`src/rtl/irq_pkg.sv`:
```
// Shared types and helpers for the 68000 autovector interrupt controller.
package irq_pkg;

    // Largest supported source count; helper functions work on vectors padded to this width.
    localparam int MAX_SRC = 16;

    typedef enum logic [1:0] {
        IRQ_LEVEL_HI = 2'd0,
        IRQ_RISE     = 2'd1,
        IRQ_FALL     = 2'd2,
        IRQ_BOTH     = 2'd3
    } irq_mode_t;

    // Highest 3-bit level among the active sources. A plain max: ties at the same
    // level need no resolution because only the level is reported, not the source.
    function automatic logic [2:0] max_level(input logic [MAX_SRC-1:0]   act,
                                             input logic [3*MAX_SRC-1:0] lvl);
        logic [2:0] m;
        m = 3'd0;
        for (int i = 0; i < MAX_SRC; i++) begin
            if (act[i] && (lvl[3*i +: 3] > m)) begin
                m = lvl[3*i +: 3];
            end
        end
        return m;
    endfunction

endpackage

```
`src/rtl/irq_src_latch.sv`:
```
// One interrupt source: edge detector plus the pending flag it feeds.
module irq_src_latch
    import irq_pkg::*;
(
    input  logic      clk,
    input  logic      reset,
    input  irq_mode_t mode,
    input  logic      src,
    input  logic      en,
    input  logic      set_inh,
    input  logic      clr,
    output logic      pending
);

    logic src_prev_q;
    logic src_prev_d;
    logic pending_q;
    logic pending_d;
    logic rise;
    logic fall;
    logic edge_hit;

    // Next-state: disabled sources drop to 0 and lose any edge seen meanwhile;
    // a fresh edge beats a simultaneous IACK clear; level sources ignore clears.
    always_comb begin
        src_prev_d = src;
        rise       = src & ~src_prev_q;
        fall       = ~src & src_prev_q;
        edge_hit   = 1'b0;
        unique case (mode)
            IRQ_RISE:     edge_hit = rise;
            IRQ_FALL:     edge_hit = fall;
            IRQ_BOTH:     edge_hit = rise | fall;
            IRQ_LEVEL_HI: edge_hit = 1'b0;
            default:      edge_hit = 1'b0;
        endcase
        pending_d = pending_q;
        if (!en || set_inh) begin
            pending_d = 1'b0;
        end else if (mode == IRQ_LEVEL_HI) begin
            pending_d = src;
        end else if (edge_hit) begin
            pending_d = 1'b1;
        end else if (clr) begin
            pending_d = 1'b0;
        end
    end

    // State register; reset loads the live source value so leaving reset is never an edge.
    always_ff @(posedge clk) begin
        if (reset) begin
            src_prev_q <= src;
            pending_q  <= 1'b0;
        end else begin
            src_prev_q <= src_prev_d;
            pending_q  <= pending_d;
        end
    end

    assign pending = pending_q;

endmodule

```
`src/rtl/m68k_irq_ctrl.sv`:
```
// 68000 autovector interrupt controller: per-source latches, IACK decode,
// lowest-index-at-level acknowledge, and the registered IPL encoder.
// NUM_SRC is expected in 1..16; SRC_LEVEL of 0 disables a source.
module m68k_irq_ctrl
    import irq_pkg::*;
#(
    parameter int                   NUM_SRC   = 4,
    parameter logic [3*NUM_SRC-1:0] SRC_LEVEL = {3'd7, 3'd6, 3'd5, 3'd4},
    parameter logic [2*NUM_SRC-1:0] SRC_MODE  = {2'd1, 2'd1, 2'd2, 2'd1}
) (
    input  logic               clk,
    input  logic               reset,
    input  logic [NUM_SRC-1:0] src,
    input  logic [NUM_SRC-1:0] src_en,
    input  logic [2:0]         cpu_fc,
    input  logic [2:0]         cpu_addr,
    input  logic               cpu_as_n,
    input  logic               cpu_lds_n,
    output logic [2:0]         ipl_n,
    output logic               vpa_n,
    output logic [NUM_SRC-1:0] pending,
    output logic [NUM_SRC-1:0] ack_pulse
);

    logic               iack;
    logic               iack_start;
    logic               iack_prev_q;
    logic               iack_prev_d;
    logic [2:0]         ipl_n_q;
    logic [2:0]         ipl_n_d;
    logic [NUM_SRC-1:0] ack_pulse_q;
    logic [NUM_SRC-1:0] ack_pulse_d;
    logic [NUM_SRC-1:0] ack_sel;
    logic [NUM_SRC-1:0] lvl_on;
    logic [NUM_SRC-1:0] clr;
    logic [NUM_SRC-1:0] active;
    logic               found;

    // Per-source latches; the level-0 check is constant per instance.
    for (genvar i = 0; i < NUM_SRC; i++) begin : g_src
        assign lvl_on[i] = (SRC_LEVEL[3*i +: 3] != 3'd0);
        assign clr[i]    = iack_start & ack_sel[i];

        irq_src_latch u_latch (
            .clk     (clk),
            .reset   (reset),
            .mode    (irq_mode_t'(SRC_MODE[2*i +: 2])),
            .src     (src[i]),
            .en      (src_en[i]),
            .set_inh (~lvl_on[i]),
            .clr     (clr[i]),
            .pending (pending[i])
        );
    end

    // Bus decode: VPA answers any CPU-space strobe at once; IACK needs the low
    // data strobe too, and only its first clock acts so a held cycle acks once.
    assign vpa_n      = ~((cpu_fc == 3'b111) & ~cpu_as_n);
    assign iack       = (cpu_fc == 3'b111) & ~cpu_as_n & ~cpu_lds_n;
    assign iack_start = iack & ~iack_prev_q;
    assign active     = pending & src_en & lvl_on;

    // Pick the lowest-index pending source at the acknowledged level.
    always_comb begin
        ack_sel = '0;
        found   = 1'b0;
        for (int i = 0; i < NUM_SRC; i++) begin
            if (!found && pending[i] && lvl_on[i] && (SRC_LEVEL[3*i +: 3] == cpu_addr)) begin
                ack_sel[i] = 1'b1;
                found      = 1'b1;
            end
        end
    end

    // Next-state for the IACK history, ack pulse and IPL encoder.
    always_comb begin
        iack_prev_d = iack;
        ack_pulse_d = iack_start ? ack_sel : '0;
        ipl_n_d     = ~max_level(MAX_SRC'(active), (3*MAX_SRC)'(SRC_LEVEL));
    end

    // Output registers.
    always_ff @(posedge clk) begin
        if (reset) begin
            iack_prev_q <= 1'b0;
            ack_pulse_q <= '0;
            ipl_n_q     <= 3'b111;
        end else begin
            iack_prev_q <= iack_prev_d;
            ack_pulse_q <= ack_pulse_d;
            ipl_n_q     <= ipl_n_d;
        end
    end

    assign ipl_n     = ipl_n_q;
    assign ack_pulse = ack_pulse_q;

endmodule
```
`config.mk`:
```
export PLATFORM = sky130hd
export DESIGN_NAME = m68k_irq_ctrl
export DESIGN_NICKNAME = d
export VERILOG_FILES = /design/src/rtl/irq_pkg.sv /design/src/rtl/irq_src_latch.sv /design/src/rtl/m68k_irq_ctrl.sv
export SDC_FILE = /design/constraint.sdc
export NUM_CORES = 1
export LEC_CHECK = 0
export ABC_AREA = 1
export BUFFER_PORTS_ARGS = -buffer_cell sky130_fd_sc_hd__buf_4
export CAP_MARGIN = 25
export CORE_MARGIN = 10
export CORE_UTILIZATION = 52
export DETAILED_ROUTE_END_ITERATION = 12
export PLACE_DENSITY = 0.86
export SETUP_SLACK_MARGIN = 0.15
export SYNTH_ARGS = -nofsm -noshare
export SYNTH_HDL_FRONTEND = slang
export SYNTH_HIERARCHICAL = 1
export SYNTH_SLANG_ARGS = --single-unit
```
`constraint.sdc`:
```
create_clock -name clk -period 1.5 [get_ports clk]
set_clock_uncertainty 0.15 [all_clocks]
set_input_delay 0.225 -clock clk [delete_from_list [all_inputs] [get_ports clk]]
set_output_delay 0.225 -clock clk [all_outputs]
set_load 0.005 [all_outputs]
```
==> qor_table.md <==
| Parameter | Value |
|:---|:---|
| Status | finished clean |
| Syn avg cell area | 7.281 µm² |
| Post-detailed-route count of antenna-violating nets | 0 |
| Post-detailed-route DRC marker count | 0 |
| Effective utilization at floorplan | 0.5414 |
| Netlist area before placement | 924.6 µm² |
| Ports | 30 |
| Via Count | 921 |
| Row Count | 15 |
| Met2 wire length | 1207 µm |
| Critical Path AT | 1.35 ns |
| Number of buffers added by the clock tree synthesis step | 3 |
| Final global-route overflow total | 0 |
| CTS sink count | 16 |
| Pre-CTS setup slack | 0.2371 ns |
| # setup viols final | 0 |
| Die Height | 62.17 µm |
| Detail Route met3 WL | 150 µm |
| Global-route wire length before repair | 4002 µm |
| Critical Path, Cell by Cell | dlygate4sd3_1 > buf_6 > ha_1 > nand3b_1 > nand2_2 > a21oi_2 |
| Layout cell share with drive strength beyond 1 | 0.2888 |
| Areal power density over the cells | 672.0 nW/µm² |
| Leading post-synthesis cells by cell area | dfxtp_1 (35%), inv_1 (11%), ha_1 (11%) |
| Count of maximum capacitance violations | 0 |
| Core region area | 1708 µm² |
| First-pass iteration count of the detailed router | 4 |
| Final routed wirelength across all metal layers | 2314 µm |
| Highest clock rate | 766.0 MHz |
| Routability congestion estimate | 0.8565 |
| Portion of synthesized cell area occupied by the leading cell type | 0.3464 |
| Placed inst area | 1256 µm² |
| Peak supply drop | 0.5919 mV |
| Violation count after the first detailed-routing iteration | 14 |
| Initial antenna violation count | 0 |
| Uppermost signal routing layer after detailed routing | met4 |
| Number of vias per cell | 4.344 |
| ANT cells | 0 |
| Post-route core utilization | 0.7985 |
| Count of buffers from port buffering | 29 |
| Required time reported for the critical path endpoint | 1.55 ns |
| Number of instances in the synthesized netlist | 127 |
| Sequential fraction of the synthesis area | 0.3464 |
| Class of the most critical setup path | in -> reg |
| Clock transition at the registers of the reported paths | 0.10 ns |
| Overall die area | 3865 µm² |
| Type of destination of the critical path | flop |
| Final cycle utilization of the critical path | 0.8704 |
| Number of slew-limit violations in the final report | 0 |
| Maximum number of pins on one net before global-route repair | 11 |
| Slowest-stage cell, CP | dlygate4sd3_1 |
| GRT Overall Usage | 0.1238 |
| Setup total negative slack | 0 ns |
| Final non-filler cell area | 1364 µm² |
| Library cell with the largest summed area after synthesis | dfxtp_1 |
| Fill cell total of the finished layout | 121 |
| Clock tree from TritonCTS | done |
| Vias in the first global route | 956 |
| Hold Vio Cnt, Final | 0 |
| Buffers inserted during post-CTS setup optimization | 0 |
| Maximum single-stage delay on the critical path | 0.55 ns |
| Final hold slack | 0.03504 ns |
| Worst hold-check path type | in -> reg |
| Unrepaired setup endpoints after global routing | no |
| Min cycle time layout | 1.306 ns |
| Metal1 wirelength | 921 µm |
| FF+latch count, synth | 16 |
| Distinct cell type count of the synthesized netlist | 16 |
| CTS H-Tree Depth | 1 |
| Nets | 214 |
| Leakage power | 0.7226 nW |
| Root buffer cell | clkbuf_4 |
| Final setup margin | 0.1945 ns |
| Routed wire per std cell | 10.92 µm |
| Synth-to-Final Area Change | 47.50% |
| Max FO, Critical Path | 3 |
| Clk Latency, worst-skew pair | 0.29 ns |
| Critical path startpoint category | primary input |
| Die X-Extent | 62.17 µm |
| Yosys warning total | 6 |
| Maximum clock path buffer count | 2 |
| Post-detail-place hpwl | 1780 µm |
==> routing by layer <==
| metal | global-route usage | up-vias |
|---|---|---|
| met5 | 0 | - |
| met4 | 0.06000 | 0 |
| met3 | 0.03584 | 4 |
| met2 | 0.2321 | 28 |
| met1 | 0.1196 | 406 |
| li1 | - | 483 |
==> Yosys cell counts (all sizes together) <==
| library cell | number |
|---|---|
| conb | 2 |
| dfxtp | 16 |
| inv | 32 |
| nand3b | 4 |
| nor2 | 9 |
| nand4 | 2 |
| nand2 | 28 |
| nor3 | 5 |
| a21oi | 4 |
| o21ai | 1 |
| nand3 | 16 |
| ha | 8 |
==> stage by stage <==
| stage | cells | power [mW] |
|---|---|---|
| 3_3_place_gp | 203 | 0.5973 |
| 3_5_place_dp | 203 | 0.6047 |
| 6_report | 212 | 0.9164 |
| 5_1_grt | 212 | 0.9614 |
| 4_1_cts | 212 | 0.9063 |
| 2_1_floorplan | 149 | 0.5337 |
==> registers in the layout, indices dropped and copies added (netlist names) <==
signal                    flops
ack_pulse                     4
g_src.u_latch/pending         4
g_src.u_latch/src_prev_q      4
iack_prev_q                   1
ipl_n                         3
==> layout make-up <==
class                           count  area [µm²]  share of cell area
Timing Repair Buffer               34       284.0              0.2083
Inverter                           32       120.1             0.08807
Clock buffer                        4       36.28             0.02661
Sequential cell                    16       320.3              0.2349
Multi-Input combinational cell    101       571.8              0.4193
Tap cell                           25       31.28             0.02294
==> worst max-delay path, delay by kind of cell <==
family / cells / cell delay, ns
AND/OR/NAND/NOR: 2 / 0.23
AO/OA/AOI/OAI: 1 / 0.05
adder cells (fa/ha/maj): 1 / 0.18
buffers and inverters: 2 / 0.67
==> cells by family (layout without fill, tap and decap cells) <==
kind of cell / after synthesis / count (layout) / share of synthesized area
and+or+nand+nor: 64 / 64 / 0.3640
buffers and inverters: 32 / 70 / 0.1299
DFF: 16 / 16 / 0.3464
adders and majority gates: 8 / 8 / 0.1083
AOI/OAI and AO/OA: 5 / 5 / 0.04329
other: 2 / 24 / 0.008122
==> timing repair <==
item                                   CTS  global route
setup endpoints to repair                0             4
endpoints found under the hold margin    5             0
gates resized for setup                  0             8
hold buffers                             5             0
==> cell usage in the layout, fill, tap and decap left out <==
cell type	instances
a21oi_2	4
buf_4	26
buf_6	3
clkbuf_4	3
clkbuf_8	1
conb_1	24
dfxtp_1	16
dlygate4sd3_1	3
dlymetal6s4s_1	2
ha_1	7
ha_2	1
inv_1	26
inv_2	6
nand2_1	25
nand2_2	3
nand3_1	15
nand3_4	1
nand3b_1	4
nand4_1	2
nor2_1	8
nor2_4	1
nor3_2	5
o21ai_0	1
==> path summary, 6_finish.rpt <==
path | slack [ns] | endpoint | cells past startpoint | start
max | 0.19 | g_src[3].u_latch/pending | 6 | src[3]
min | 0.04 | iack_prev_q | 2 | reset
max reg2reg | 0.34 | g_src[0].u_latch/pending | 5 | g_src[0].u_latch/pending
min reg2reg | 0.38 | g_src[1].u_latch/pending | 2 | g_src[1].u_latch/pending
==> where the power goes <==
group | internal, mW | switching [mW] | total (mW) | leakage, nW
Clock | 0.148 | 0.152 | 0.300 | 0.0210
Combinational | 0.0841 | 0.0879 | 0.172 | 0.571
Sequential | 0.437 | 0.00776 | 0.445 | 0.131
Total | 0.669 | 0.247 | 0.916 | 0.723
Note: power is estimated with default switching activity, not from simulation.
